File: config.mk
export PLATFORM = sky130hd
export DESIGN_NAME = seq_tx_10001
export DESIGN_NICKNAME = d
export VERILOG_FILES = /design/src/rtl/seq_pkg.sv /design/src/rtl/seq_frame_cnt.sv /design/src/rtl/seq_tx_10001.sv
export SDC_FILE = /design/constraint.sdc
export NUM_CORES = 1
export LEC_CHECK = 0
export BUFFER_PORTS_ARGS = -buffer_cell sky130_fd_sc_hd__buf_2
export CORE_MARGIN = 5
export CORE_UTILIZATION = 54
export CTS_CLUSTER_SIZE = 30
export DETAILED_ROUTE_END_ITERATION = 7
export GPL_TIMING_DRIVEN = 0
export PLACE_DENSITY_LB_ADDON = 0.2
export SETUP_SLACK_MARGIN = 0.2
export SLEW_MARGIN = 20
export SYNTH_ARGS = -nofsm -noshare
export SYNTH_HDL_FRONTEND = slang
export SYNTH_HIERARCHICAL = 1
export SYNTH_SLANG_ARGS = --single-unit
File: constraint.sdc
create_clock -name clk -period 2.45 [get_ports clk]
set_input_delay 0.245 -clock clk [delete_from_list [all_inputs] [get_ports clk]]
set_output_delay 0.245 -clock clk [all_outputs]
set_load 0.005 [all_outputs]
File: src/rtl/seq_pkg.sv
// ---------------------------------------------------------------------------
// seq_pkg
// Shared definitions for the 10001 sequence-detector family: the transmitter
// state encoding, the frame length and the default frame pattern.
// No ports (package).
// ---------------------------------------------------------------------------
package seq_pkg;

   localparam int PLEN = 5;

   localparam logic [PLEN-1:0] DEFAULT_PATTERN = 5'b10001;

   typedef enum logic [1:0] {
      S_IDLE = 2'd0,
      S_SEND = 2'd1,
      S_GAP  = 2'd2,
      S_DONE = 2'd3
   } seq_state_e;

endpackage

File: src/rtl/seq_frame_cnt.sv
// ---------------------------------------------------------------------------
// seq_frame_cnt
// Loadable down-counter holding the number of frames still to be sent in the
// current burst. It saturates at zero, and load has priority over dec.
//
// Ports:
//   clk      in   rising-edge clock
//   rst      in   asynchronous active-low reset (value cleared to 0)
//   load     in   load load_val on the next edge
//   dec      in   decrement on the next edge (ignored while load is high)
//   load_val in   CW-bit value to load
//   is_one   out  counter currently holds exactly 1 (last frame in flight)
// ---------------------------------------------------------------------------
module seq_frame_cnt #(
   parameter int CW = 4
) (
   input  logic          clk,
   input  logic          rst,
   input  logic          load,
   input  logic          dec,
   input  logic [CW-1:0] load_val,
   output logic          is_one
);

   logic [CW-1:0] value_q;
   logic [CW-1:0] value_d;

   always_comb begin
      value_d = value_q;
      if (load) begin
         value_d = load_val;
      end else if (dec && (value_q != '0)) begin
         value_d = value_q - 1'b1;
      end
   end

   always_ff @(posedge clk or negedge rst) begin
      if (!rst) begin
         value_q <= '0;
      end else begin
         value_q <= value_d;
      end
   end

   assign is_one = (value_q == CW'(1));

endmodule

File: src/rtl/seq_tx_10001.sv
// ---------------------------------------------------------------------------
// seq_tx_10001
// Serial pattern transmitter. A start request with a non-zero count sends that
// many frames of PATTERN, MSB first, one bit per clock, with GAP idle zero
// bits between consecutive frames, followed by a one-cycle DONE state.
//
// Parameters:
//   PATTERN  frame bits, transmitted bit PLEN-1 first
//   GAP      idle cycles between frames (0 = back-to-back frames)
//   CW       width of the frame count
//
// Ports:
//   clk         in   rising-edge clock
//   rst         in   asynchronous active-low reset
//   start       in   transmit request, sampled only while idle
//   count       in   number of frames, captured with an accepted start
//   inject_err  in   only when SEQ_TX_ERR_INJECT_EN is defined: captured with
//                    an accepted start; inverts the final bit of the last frame
//   out         out  serial data bit
//   valid       out  out carries a pattern bit
//   busy        out  high from the first bit through the DONE cycle
//   done        out  one-cycle pulse after the final bit
//
// Build option: define SEQ_TX_ERR_INJECT_EN to add the inject_err port.
// ---------------------------------------------------------------------------
module seq_tx_10001
   import seq_pkg::*;
#(
   parameter logic [PLEN-1:0] PATTERN = DEFAULT_PATTERN,
   parameter int              GAP     = 2,
   parameter int              CW      = 4
) (
   input  logic          clk,
   input  logic          rst,
   input  logic          start,
   input  logic [CW-1:0] count,
`ifdef SEQ_TX_ERR_INJECT_EN
   input  logic          inject_err,
`endif
   output logic          out,
   output logic          valid,
   output logic          busy,
   output logic          done
);

   // One bit is enough when GAP <= 2; with GAP = 0 the gap state is unreachable.
   localparam int GW = (GAP > 2) ? $clog2(GAP) : 1;
   localparam logic [2:0] LAST_BIT = 3'(PLEN - 1);

   seq_state_e    state_q, state_d;
   logic [2:0]    bit_idx_q, bit_idx_d;
   logic [GW-1:0] gap_cnt_q, gap_cnt_d;
   logic          frame_load;
   logic          frame_dec;
   logic          frame_is_one;
   logic          pat_bit;

   seq_frame_cnt #(
      .CW (CW)
   ) u_frame_cnt (
      .clk      (clk),
      .rst      (rst),
      .load     (frame_load),
      .dec      (frame_dec),
      .load_val (count),
      .is_one   (frame_is_one)
   );

   always_comb begin
      state_d    = state_q;
      bit_idx_d  = bit_idx_q;
      gap_cnt_d  = gap_cnt_q;
      frame_load = 1'b0;
      frame_dec  = 1'b0;
      case (state_q)
         S_IDLE: begin
            if (start && (count != '0)) begin
               state_d    = S_SEND;
               bit_idx_d  = '0;
               frame_load = 1'b1;
            end
         end
         S_SEND: begin
            if (bit_idx_q == LAST_BIT) begin
               bit_idx_d = '0;
               if (frame_is_one) begin
                  state_d = S_DONE;
               end else begin
                  frame_dec = 1'b1;
                  if (GAP == 0) begin
                     state_d = S_SEND;
                  end else begin
                     state_d   = S_GAP;
                     gap_cnt_d = '0;
                  end
               end
            end else begin
               bit_idx_d = bit_idx_q + 3'd1;
            end
         end
         S_GAP: begin
            if (gap_cnt_q == GW'(GAP - 1)) begin
               state_d   = S_SEND;
               bit_idx_d = '0;
               gap_cnt_d = '0;
            end else begin
               gap_cnt_d = gap_cnt_q + 1'b1;
            end
         end
         S_DONE: begin
            state_d = S_IDLE;
         end
         default: begin
            state_d = S_IDLE;
         end
      endcase
   end

`ifdef SEQ_TX_ERR_INJECT_EN
   logic inject_q;
   logic inject_d;

   always_comb begin
      inject_d = inject_q;
      if (frame_load) begin
         inject_d = inject_err;
      end
   end
`endif

   always_ff @(posedge clk or negedge rst) begin
      if (!rst) begin
         state_q   <= S_IDLE;
         bit_idx_q <= '0;
         gap_cnt_q <= '0;
`ifdef SEQ_TX_ERR_INJECT_EN
         inject_q  <= 1'b0;
`endif
      end else begin
         state_q   <= state_d;
         bit_idx_q <= bit_idx_d;
         gap_cnt_q <= gap_cnt_d;
`ifdef SEQ_TX_ERR_INJECT_EN
         inject_q  <= inject_d;
`endif
      end
   end

   // Pattern bit for the current index; bit_idx_q only reaches LAST_BIT, so
   // the index never leaves the pattern range.
   always_comb begin
      pat_bit = PATTERN[LAST_BIT - bit_idx_q];
`ifdef SEQ_TX_ERR_INJECT_EN
      if (inject_q && frame_is_one && (bit_idx_q == LAST_BIT)) begin
         pat_bit = ~pat_bit;
      end
`endif
   end

   // Moore decode: every output depends only on registered state.
   assign valid = (state_q == S_SEND);
   assign out   = valid & pat_bit;
   assign busy  = (state_q != S_IDLE);
   assign done  = (state_q == S_DONE);

endmodule

* Yosys cells after proc, flatten, opt, wreduce, memory -nomap -nowiden *
Memory sizes are Yosys's and may differ from the RTL's.
Index checks and enable logic that the tools add are counted.

cells by class
  add/subtract/negate cells = 4
  multiplexer cells = 21
  reduce and logical (&&, ||, !) cells = 12
  bitwise gates (word level) = 1
  order comparisons = 1
  equality and inequality tests = 9

operator list
  cell                                                        number
  2-to-1 mux 1 bit                                            10
  2-to-1 mux 3 bit                                            3
  case mux 3 bit (3 select lines)                             1
  AND reduction 3 bit                                         3
  2-to-1 mux 4 bit                                            2
  case mux 2 bit (4 select lines)                             1
  nonzero test 4 bit                                          2
  2-to-1 mux 2 bit                                            3
  != test 2 bit, second input constant                        3
  nonzero test 2 bit                                          3
  equality test 2 bit, second input constant                  2
  equality test 4 x 1 -> 1 bit, second input constant         1
  less-than comparator 3 x 4 -> 1 bit, second input constant  1
  subtractor 4 x 1 -> 4 bit, second input constant            1
  adder 3 x 1 -> 3 bit, second input constant                 1
  equality test 3 bit, second input constant                  1
  nonzero test 3 bit                                          1
  subtractor 3 bit, first input constant                      1
  equality test 2 x 1 -> 1 bit, second input constant         1
  logical AND 1 bit                                           2
  logical NOT 2 bit                                           1
  != test 2 x 1 -> 1 bit, second input constant               1
  case mux 1 bit (2 select lines)                             1
  adder 1 bit, second input constant                          1
  AND 1 bit                                                   1

word-level totals
  memory bits (read-only) = 8
  bits of input ports = 7
  logic and storage cells = 53
  memories = 1
  flip-flop bits (word level) = 10

memories
  name             depth  bits a word  rd ports  clocked after Yosys merged registers in  write ports  line                 text
  (no name shown)  8      1            1         0                                        0            seq_tx_10001.sv:152  pat_bit = PATTERN[LAST_BIT - bit_idx_q];

* Longest topological paths before layout *
  depth in word-level cells = 7
  gate-level depth with buffers = 8
  gate-level depth less buffers = 8

* Modules after synthesis *
Netlist, hierarchy kept.

modules (own cells, without submodules)
  module         area an instance (um2)  times used  cells each
  seq_tx_10001   470.5                   1           50
  seq_frame_cnt  282.8                   1           29

* Least setup slack after synthesis *
No wires, ideal clock.

  path type = register -> register
  from = reg u_frame_cnt.value_q[0]
  to = reg u_frame_cnt.value_q[3]
  clock period less this slack = 1.711 ns
  data arrival time = 1.585 ns
  required time = 2.324 ns
  cell stages (with the launch flop) = 8
  path buffers = 0
  slack = 0.739 ns
  cells stage by stage = dfrtp_1 ha_1 nor3b_1 nand3b_1 inv_1 nor4b_2 nor3b_1 a221o_1

on the way
  cells in the longest elaborated chain, start to end = 6
  elaborated cells on any way between the ends = 10
  classes of those cells = 1 x add/sub; 1 x eq/ne; 5 x mux; 3 x reduce/logical

RTL lines
  element                              line                 text
  start: declaration                   seq_frame_cnt.sv:25  logic [CW-1:0] value_q;
  start signal: assignment             seq_frame_cnt.sv:41  value_q <= value_d;
  equality test 4 x 1 -> 1 bit         seq_frame_cnt.sv:45  assign is_one = (value_q == CW'(1));
  net frame_is_one                     seq_tx_10001.sv:55   logic frame_is_one;
  2-to-1 mux 1 bit                     seq_tx_10001.sv:86   if (frame_is_one) begin
  2-to-1 mux 1 bit                     seq_tx_10001.sv:84   if (bit_idx_q == LAST_BIT) begin
  2-to-1 mux 1 bit                     seq_tx_10001.sv:75   case (state_q)
  net frame_dec                        seq_tx_10001.sv:54   logic frame_dec;
  logical AND 1 bit                    seq_frame_cnt.sv:32  end else if (dec && (value_q != '0)) begin
  nonzero test 2 bit (no source line)  n/a

The timed path passes the listed nets, and every way through them passes these cells. The select of a mux whose other input is x is not followed.
A chain may end at the register's enable or synchronous reset.

* Worst setup path in the final report *
  from = reg u_frame_cnt.value_q[1]
  to = reg u_frame_cnt.value_q[3]

Same word-level chain as after synthesis.

==> run_results.csv <==
group,metric,value,unit
die,placementRows,13,
logic_synthesis,ys.warnings.count,6,
critical_path,path_delay_family,"simple AND/OR/NAND/NOR gates",
finish,fillers,118,
min_path,worstHoldPathType,"input port to flop",
run,maxCapViolCount,0,
logic_synthesis,synth.net_count,96,
timing,max_freq,514.6,MHz
routing,avgRoutedWirePerCell,13.48,um
routing,remaining_drc_errors,0,
critical_path,worstSetupPathType,"flop to flop",
logic_synthesis,synth_compound_area_share,17.94,%
die,coreArea,0.001318,mm^2
routing,dr.pass1.iters,4,
clock_network,cts.repair.resized,0,
critical_path,end_kind,"flop",
finish,drive_gt1_share,22.34,%
finish,antenna-diode-count,0,
critical_path,path_cells,"inv_1, ha_1, nor3b_1, nand3b_1, inv_1, nor4b_2, nor3b_1, a221o_1",
power_and_ir_drop,leakagePower,0.4519,nW
finish,area_growth,15.28,%
clock_network,cts_buffer_depth,2,
timing,finalMaxSlewViolations,0,
finish,fin_util,65.91,%
global_route,grt_pass1_wl,2511,um
logic_synthesis,syn_area,753.2,um^2
timing,worstMarginPinSlew,323.5,ps
clock_network,h-tree-depth,1,
critical_path,slowest_stage,"dfrtp_1",
timing,finalCriticalPeriod,1943,ps
logic_synthesis,ys_seq_area_share,33.22,%
place,dp_hpwl,1136,um
logic_synthesis,netlist_instances,79,
die,dieArea,0.002242,mm^2
critical_path,critPathMaxFanout,9,
clock_network,numCtsBuffers,3,
timing,tns,0,ps
critical_path,worst-path-buf-inv,2,
global_route,grt_usage,16.08,%
logic_synthesis,synth-xor-area-share,0,%
logic_synthesis,synth_fa_ha_area_share,16.61,%
routing,drt_iter0_markers,6,
place,gp_congestion,0.8501,
timing,rsz0062_at_grt,"no",
timing,finalSetupViolCount,0,
clock_network,clkLatencyLatePin,270,ps
global_route,grt_pass1_vias,612,
critical_path,critPathLaunch,"u_frame_cnt/value_q[1]$_DFFE_PN0P_",
routing,avgViaCountPerCell,5.615,
clock_network,path_clk_slew,70,ps
min_path,min_from,"count[1]",
logic_synthesis,syn_avg_cell_area,9.534,um^2
die,dieHeight,47.35,um
timing,slew-limit-headroom,78.36,%
timing,finalHoldViolCount,0,
critical_path,r2r_start,"u_frame_cnt/value_q[1]$_DFFE_PN0P_",
clock_network,cts_hold_buf,1,
power_and_ir_drop,powerDensity,1086,mW/mm^2
die,initial_core_util,57.17,%
clock_network,cts-root-buf,"clkbuf_4",
routing,ant_nets,0,
routing,routed_wl,1469,um
clock_network,post_cts.repair.setup_buffers,0,
logic_synthesis,synth_top_family_by_area,"simple AND/OR/NAND/NOR gates",
finish,layout_common_cells,"11 x inv_1, 10 x ha_1, 10 x dfrtp_1, 10 x buf_2, 7 x a21oi_1",
logic_synthesis,ys_ff_latch,10,
place,io_buffers,10,
critical_path,cpPeakStageDelay,410,ps
logic_synthesis,synthMuxAreaShare,4.651,%
die,ios,11,
logic_synthesis,synthDistinctLibCells,29,
timing,period_share,79.31,%
critical_path,required,2610,ps
clock_network,tritoncts,"built",
run_status,outcome,"finished, final reports clean",
timing,clock_skew,5.089,ps
global_route,overflow,0,
finish,final_nets,112,
global_route,grt_antenna_before_repair,0,
critical_path,worstSetupStartpointType,"flop",
die,die_w,47.35,um
finish,final_common_cell,"inv_1",
logic_synthesis,synth_simple_gate_area_share,21.10,%
critical_path,arrival,2110,ps
clock_network,cts_sinks,10,
routing,num_vias,612,
global_route,grt_max_degree,11,
power_and_ir_drop,worst_ir_drop_vdd,0.0004743,V
## flip-flops by register name, summed over array words and instances, names as in the netlist
register and cells:
bit_idx_q 3, state_q 2, gap_cnt_q 1, u_frame_cnt/value_q 4
## worst paths after layout
| kind | endpoint | slack, ps | cells past startpoint |
|---|---|---|---|
| worst min-delay path | u_frame_cnt/value_q[1]$_DFFE_PN0P_ | 240 | 3 |
| worst min register to register | gap_cnt_q$_DFFE_PN0P_ | 490 | 1 |
| worst max-delay path | u_frame_cnt/value_q[3]$_DFFE_PN0P_ | 510 | 8 |
| worst max register to register | u_frame_cnt/value_q[3]$_DFFE_PN0P_ | 510 | 8 |
| min in group asynchronous | gap_cnt_q$_DFFE_PN0P_ | 350 | 2 |
| max in group asynchronous | bit_idx_q[0]$_DFFE_PN0P_ | 1900 | 2 |
## metal layers
| layer | vias to the layer above | global-route usage [%] | share of wire [%] |
|---|---|---|---|
| met5 | - | 0 | 0 |
| met4 | 0 | 9.392 | 2.5 |
| met3 | 5 | 3.065 | 4.6 |
| met2 | 11 | 26.47 | 47 |
| met1 | 291 | 19.26 | 46 |
| li1 | 305 | - | - |
## cell type report
cell class                      count  area, um^2  share of cell area, %
Sequential cell                    10       250.2                  28.82
Multi-Input combinational cell     57       454.2                  52.31
Timing Repair Buffer               11       60.06                  6.916
Buffer                              1       7.507                 0.8646
Clock buffer                        4       36.28                  4.179
Tap cell                           15       18.77                  2.161
Inverter                           11       41.29                  4.755
## where the power goes
group	internal [W]	switching [W]
clock	0.0000904	0.0000633
combinational	0.000235	0.000243
sequential	0.000236	0.0000759
total	0.000561	0.000382
## cell families (layout without fill, tap and decap cells)
kind of cell	count (synthesis)	in the layout
buffers and inverters	12	27
muxes	3	3
AOI/OAI and AO/OA	18	18
and+or+nand+nor	26	26
adders and majority gates	10	10
DFF	10	10
## tightest hold or removal path, delay by kind of cell
family | cells | cell delay [ps]
buffers and inverters | 1 | 120
and+or+nand+nor | 1 | 60
AOI/OAI and AO/OA | 1 | 50
## synth_stat cells (all sizes together)
master / number / area [um^2]
a21o: 1 / 7.510
a21oi: 7 / 35.03
a221o: 1 / 10.01
a31o: 1 / 8.760
and2b: 1 / 7.510
and4b: 1 / 10.01
buf: 1 / 7.510
dfrtp: 10 / 250.2
ha: 10 / 125.1
inv: 11 / 41.29
mux2: 1 / 15.01
mux2i: 2 / 20.02
nand2: 6 / 22.52
nand2b: 2 / 12.51
nand3: 1 / 5.000
nand3b: 1 / 7.510
nor2: 5 / 21.27
nor2b: 1 / 6.260
nor3: 2 / 10.01
nor3b: 4 / 30.03
nor4b: 1 / 15.01
o21a: 1 / 8.760
o21ai: 4 / 20.02
o2bb2ai: 1 / 8.760
o311ai: 1 / 8.760
o41ai: 1 / 27.53
or3b: 1 / 11.26
## through the flow
stage | hold slack (ps) | worst slack, ps | std cells | cell area (um^2) | power [W]
2_1_floorplan | -50.59 | 739.3 | 79 | 753.2 | 0.0006666
3_5_place_dp | 122.0 | 518.3 | 104 | 822.0 | 0.0007947
6_report | 243.1 | 506.9 | 109 | 868.3 | 0.0009434
3_3_place_gp | 118.1 | 553.4 | 104 | 822.0 | 0.0007738
5_1_grt | 264.0 | 366.1 | 109 | 868.3 | 0.001038
4_1_cts | 248.0 | 505.9 | 109 | 868.3 | 0.0009496
(Power assumes the default switching activity.)
